--- config.mk ---
export PLATFORM = sky130hd
export DESIGN_NAME = restador
export DESIGN_NICKNAME = d
export VERILOG_FILES = /design/src/rtl/restador_pkg.sv /design/src/rtl/skid_buffer.sv /design/src/rtl/restador.sv
export SDC_FILE = /design/constraint.sdc
export NUM_CORES = 1
export LEC_CHECK = 0
export ABC_AREA = 1
export CORE_MARGIN = 4
export CORE_UTILIZATION = 45
export CTS_CLUSTER_DIAMETER = 100
export CTS_CLUSTER_SIZE = 25
export DETAILED_ROUTE_END_ITERATION = 6
export GPL_TIMING_DRIVEN = 0
export PLACE_DENSITY = 0.75
export SLEW_MARGIN = 20
export SYNTH_ARGS = -nofsm -noshare
export SYNTH_HDL_FRONTEND = slang
export SYNTH_SLANG_ARGS = --single-unit
--- constraint.sdc ---
create_clock -name clk -period 1.7 [get_ports clk]
set_clock_uncertainty 0.05 [all_clocks]
set_input_delay 0.255 -clock clk [delete_from_list [all_inputs] [get_ports clk]]
set_output_delay 0.255 -clock clk [all_outputs]
set_load 0.01 [all_outputs]
--- src/rtl/restador_pkg.sv ---
// Shared result-record layout for the subtractor and the adder test wrappers:
// {overflow, borrow_out, diff} packed LSB-first.
package restador_pkg;

  localparam int DIFF_LSB = 0;

  function automatic int rec_w(input int width);
    return width + 2;
  endfunction

  function automatic int borrow_bit(input int width);
    return width;
  endfunction

  function automatic int ovf_bit(input int width);
    return width + 1;
  endfunction

endpackage

--- src/rtl/skid_buffer.sv ---
// Generic 2-entry FIFO that lets the producer and the consumer handshake independently.
// Pops on an empty buffer and pushes into a full one are ignored.
module skid_buffer #(
  parameter int DATA_W = 8
) (
  input  logic              clk,
  input  logic              rst,
  input  logic              push,
  input  logic [DATA_W-1:0] din,
  output logic              full,
  input  logic              pop,
  output logic [DATA_W-1:0] dout,
  output logic              valid
);

  logic [DATA_W-1:0] r_mem [2];
  logic              r_wr_ptr;
  logic              r_rd_ptr;
  logic [1:0]        r_count;
  logic              r_valid;

  logic              w_push;
  logic              w_pop;
  logic [1:0]        w_count_nxt;

  assign w_push = push & (r_count != 2'd2);
  assign w_pop  = pop & (r_count != 2'd0);

  // NOTE: every variable written in always_comb gets a default first, so no path leaves it unassigned (no latch).
  always_comb begin
    w_count_nxt = r_count;
    if (w_push && !w_pop) begin
      w_count_nxt = r_count + 2'd1;
    end else if (w_pop && !w_push) begin
      w_count_nxt = r_count - 2'd1;
    end
  end

  // NOTE: sequential state uses non-blocking assignments so every register samples pre-edge values.
  always_ff @(posedge clk) begin
    if (rst) begin
      // NOTE: the storage is reset too, so the outputs read as zero after reset rather than stale data.
      for (int i = 0; i < 2; i++) begin
        r_mem[i] <= '0;
      end
      r_wr_ptr <= 1'b0;
      r_rd_ptr <= 1'b0;
      r_count  <= 2'd0;
      r_valid  <= 1'b0;
    end else begin
      if (w_push) begin
        r_mem[r_wr_ptr] <= din;
        r_wr_ptr        <= ~r_wr_ptr;
      end
      if (w_pop) begin
        r_rd_ptr <= ~r_rd_ptr;
      end
      r_count <= w_count_nxt;
      r_valid <= (w_count_nxt != 2'd0);
    end
  end

  assign full  = (r_count == 2'd2);
  assign dout  = r_mem[r_rd_ptr];
  assign valid = r_valid;

endmodule

--- src/rtl/restador.sv ---
// Registered subtractor a - b with borrow and signed-overflow flags behind a valid/ack
// stream handshake; a 2-entry buffer keeps output_ack off the input_ack path.
module restador
  import restador_pkg::*;
#(
  parameter int WIDTH = 3
) (
  input  logic             clk,
  input  logic             rst,
  input  logic [WIDTH-1:0] a,
  input  logic [WIDTH-1:0] b,
  input  logic             input_valid,
  output logic             input_ack,
  output logic [WIDTH-1:0] diff,
  output logic             overflow,
  output logic             borrow_out,
  output logic             output_valid,
  input  logic             output_ack
);

  localparam int REC_W   = rec_w(WIDTH);
  localparam int BRW_BIT = borrow_bit(WIDTH);
  localparam int OVF_BIT = ovf_bit(WIDTH);

  logic [WIDTH:0]   w_aux;
  logic [WIDTH-1:0] w_diff;
  logic             w_borrow;
  logic             w_ovf;
  logic [REC_W-1:0] w_rec;
  logic [REC_W-1:0] w_head;
  logic             w_full;

  // The extra MSB of the widened difference is the unsigned borrow.
  assign w_aux    = {1'b0, a} - {1'b0, b};
  assign w_diff   = w_aux[WIDTH-1:0];
  assign w_borrow = w_aux[WIDTH];
  assign w_ovf    = (a[WIDTH-1] != b[WIDTH-1]) & (w_diff[WIDTH-1] != a[WIDTH-1]);
  assign w_rec    = {w_ovf, w_borrow, w_diff};

  // Full blocks acceptance even when a pop happens this cycle, keeping output_ack out of this term.
  assign input_ack = input_valid & ~w_full & ~rst;

  skid_buffer #(
    .DATA_W (REC_W)
  ) u_skid_buffer (
    .clk   (clk),
    .rst   (rst),
    .push  (input_ack),
    .din   (w_rec),
    .full  (w_full),
    .pop   (output_ack),
    .dout  (w_head),
    .valid (output_valid)
  );

  assign diff       = w_head[DIFF_LSB +: WIDTH];
  assign borrow_out = w_head[BRW_BIT];
  assign overflow   = w_head[OVF_BIT];

endmodule

==> out/results.tsv <==
metric	value	unit
GR Util met3	2.33	%
worst path arrival time	1630	ps
hpwl dp	1.04	mm
Ant. Diodes	0	
Max Clock Freq	612	MHz
Nets	121	
Tmin final	1630	ps
Syn Nets	100	
Power Dens Cells	1080	mW/mm^2
# setup viols final	0	
Cell variety after synth	18	
worst r2r src	u_skid_buffer.r_count[0]$_SDFF_PP0_	
met2 Usage GRT	18.9	%
fraction of layout cells with a size suffix above 1	24.0	%
Hold Fails Final Rpt	0	
most frequent cells in the layout	13 x inv_1, 13 x nor2_1, 10 x nand2_1, 10 x clkdlybuf4s50_1, 10 x edfxtp_1	
first-pass GRT wire length	2.24	mm
synthesized area	840	sq um
slew margin rel.	79.6	%
Cell Count, Final, Fillers Out	129	
worst min-delay path category	flop to flop	
Max FO, Critical Path	2	
r2r worst-path depth	7	
vias	599	
Port Buffers	16	
CTS Hold Bufs	0	
DRC	0	
final WL	1.29	mm
Yosys reg bits	16	
# rows	15	
TritonCTS clock tree	yes	
Die Area	0.00262	sq mm
global route total overflow	0	
Worst-Margin Slew	302	ps
Setup CP Type	input port to flop	
worst-case clock buffer depth	2	
worst skew pair latency	280	ps
Hold Path Origin	u_skid_buffer.r_rd_ptr$_SDFFE_PP0P_	
status	complete, no violations	
Vias per Instance	4.64	
Post-DRT Antenna Nets	0	
setup TNS	0	ps
H-Tree Depth	1	
average cell area after synthesis	9.99	sq um
Leak	0.507	nW
largest net degree at the start of global routing	10	
met1 Usage GRT	14.3	%
crit end category	flop	
Clock Tree Root	clkbuf_4	
Tcrit/Tclk final	96.1	%
clock slew at reported path FFs	90	ps
routability cong.	0.675	
Fill cells	159	
sequential area share after synthesis	50.1	%
DP Cell Count	125	
Synthesis Warnings	0	
gr usage total	12.0	%
CTS Buf Count	3	
DRT Pass-1 Iters	4	
Setup Buffers After CTS	0	
worst vdd ir	0.756	mV
RSZ-0062 raised after global routing	yes	
Cells after Synth	84	
Worst setup SP type	input port	
max-cap viol count	0	
die height	51.2	um
Initial Util	48.1	%
# IOs	17	
CORE AREA	0.00175	sq mm
number of global-route vias before repair	536	
Slew Viols, Final	0	
CTS sink count	16	
die width	51.2	um
initial antenna violation count	0	
gr busiest metal	met2	
CP required	1700	ps
initial DRC count	5	
Crit. Startpoint	a[0]	
Final Core Density	60.6	%
Hold Path Cell Cnt	2	
area delta synth->final	26.1	%
WL/cell	9.97	um
==> layer usage <==
layer / vias to the layer above / share of wire, %
li1: 309 / -
met1: 271 / 45
met2: 14 / 46
met3: 5 / 5.2
met4: 0 / 3.6
met5: - / 0
==> repair_timing <==
action,in CTS,in global routing
endpoints found under the setup margin,7,3
resized for setup,14,4
pin swaps,0,1
==> metrics by stage <==
| step | hold slack [ps] | cell area [sq um] | setup slack, ps | total power (W) |
|---|---|---|---|---|
| after global routing | 500 | 1060 | -0.284 | 0.00123 |
| final | 472 | 1060 | 66.0 | 0.00115 |
| after floorplan | 277 | 840 | 220 | 0.000810 |
| after detailed placement | 445 | 1030 | -301 | 0.000974 |
| after global placement | 434 | 1030 | -262 | 0.000959 |
| after CTS | 472 | 1050 | 58.4 | 0.00115 |
==> logic make-up (layout without fill, tap and decap cells) <==
| kind of cell | after synthesis | count (layout) | synth area share (%) |
|---|---|---|---|
| AOI/OAI and AO/OA | 5 | 5 | 3.43 |
| buffers and inverters | 17 | 37 | 7.60 |
| DFF | 16 | 16 | 50.1 |
| xor gates and xnor gates | 2 | 2 | 2.09 |
| and+or+nand+nor | 33 | 33 | 20.3 |
| muxes | 5 | 5 | 6.71 |
| adders and majority gates | 6 | 6 | 9.84 |
==> cell usage after synthesis (all sizes together) <==
library cell	n	area share, %
fa	1	2.4
o21ai	2	1.2
a21oi	3	2.2
mux2	5	6.7
inv	17	7.6
ha	5	7.5
nand2	15	9.4
dfxtp	6	14
xor2	2	2.1
edfxtp	10	36
nand3	5	5.1
nor2	13	5.8
==> where the power goes <==
| group | internal (W) | leakage, nW | switching (W) |
|---|---|---|---|
| registers | 0.000494 | 0.155 | 0.0000383 |
| logic | 0.000199 | 0.336 | 0.000217 |
| clock network | 0.0000852 | 0.0154 | 0.000113 |
| total | 0.000778 | 0.507 | 0.000368 |
==> cell type report <==
| cell class | instances | area, sq um | share of cell area (%) |
|---|---|---|---|
| flip-flops and latches | 16 | 425 | 40.2 |
| repair buffers | 16 | 149 | 14.1 |
| multi-input cells | 51 | 360 | 34.0 |
| well taps | 25 | 31.3 | 2.96 |
| clock inverters | 1 | 3.75 | 0.355 |
| inverters | 17 | 66.3 | 6.26 |
| clock buffers | 3 | 22.5 | 2.13 |
==> registers in the layout, summed over array words and instances (netlist names), named ones only <==
name and flops:
u_skid_buffer.valid 1, u_skid_buffer.r_wr_ptr 1, u_skid_buffer.r_rd_ptr 1, u_skid_buffer.r_count 2
u_skid_buffer.r_mem 10
==> critical path: stages <==
cell and delay, ps:
clkdlybuf4s50_1 450, inv_1 40, ha_2 190, fa_2 410, inv_2 70, a21oi_1 50
o21ai_1 100, nor2_1 60
==> final timing paths <==
path / slack [ps] / end
worst min-delay path: 470 / u_skid_buffer.r_rd_ptr$_SDFFE_PP0P_
worst max register to register: 170 / u_skid_buffer.r_mem[0][1]$_SDFFCE_PN0P_
worst max-delay path: 70 / u_skid_buffer.r_mem[1][4]$_SDFFCE_PN0P_
worst min register to register: 470 / u_skid_buffer.r_rd_ptr$_SDFFE_PP0P_
(Power assumes the default switching activity.)
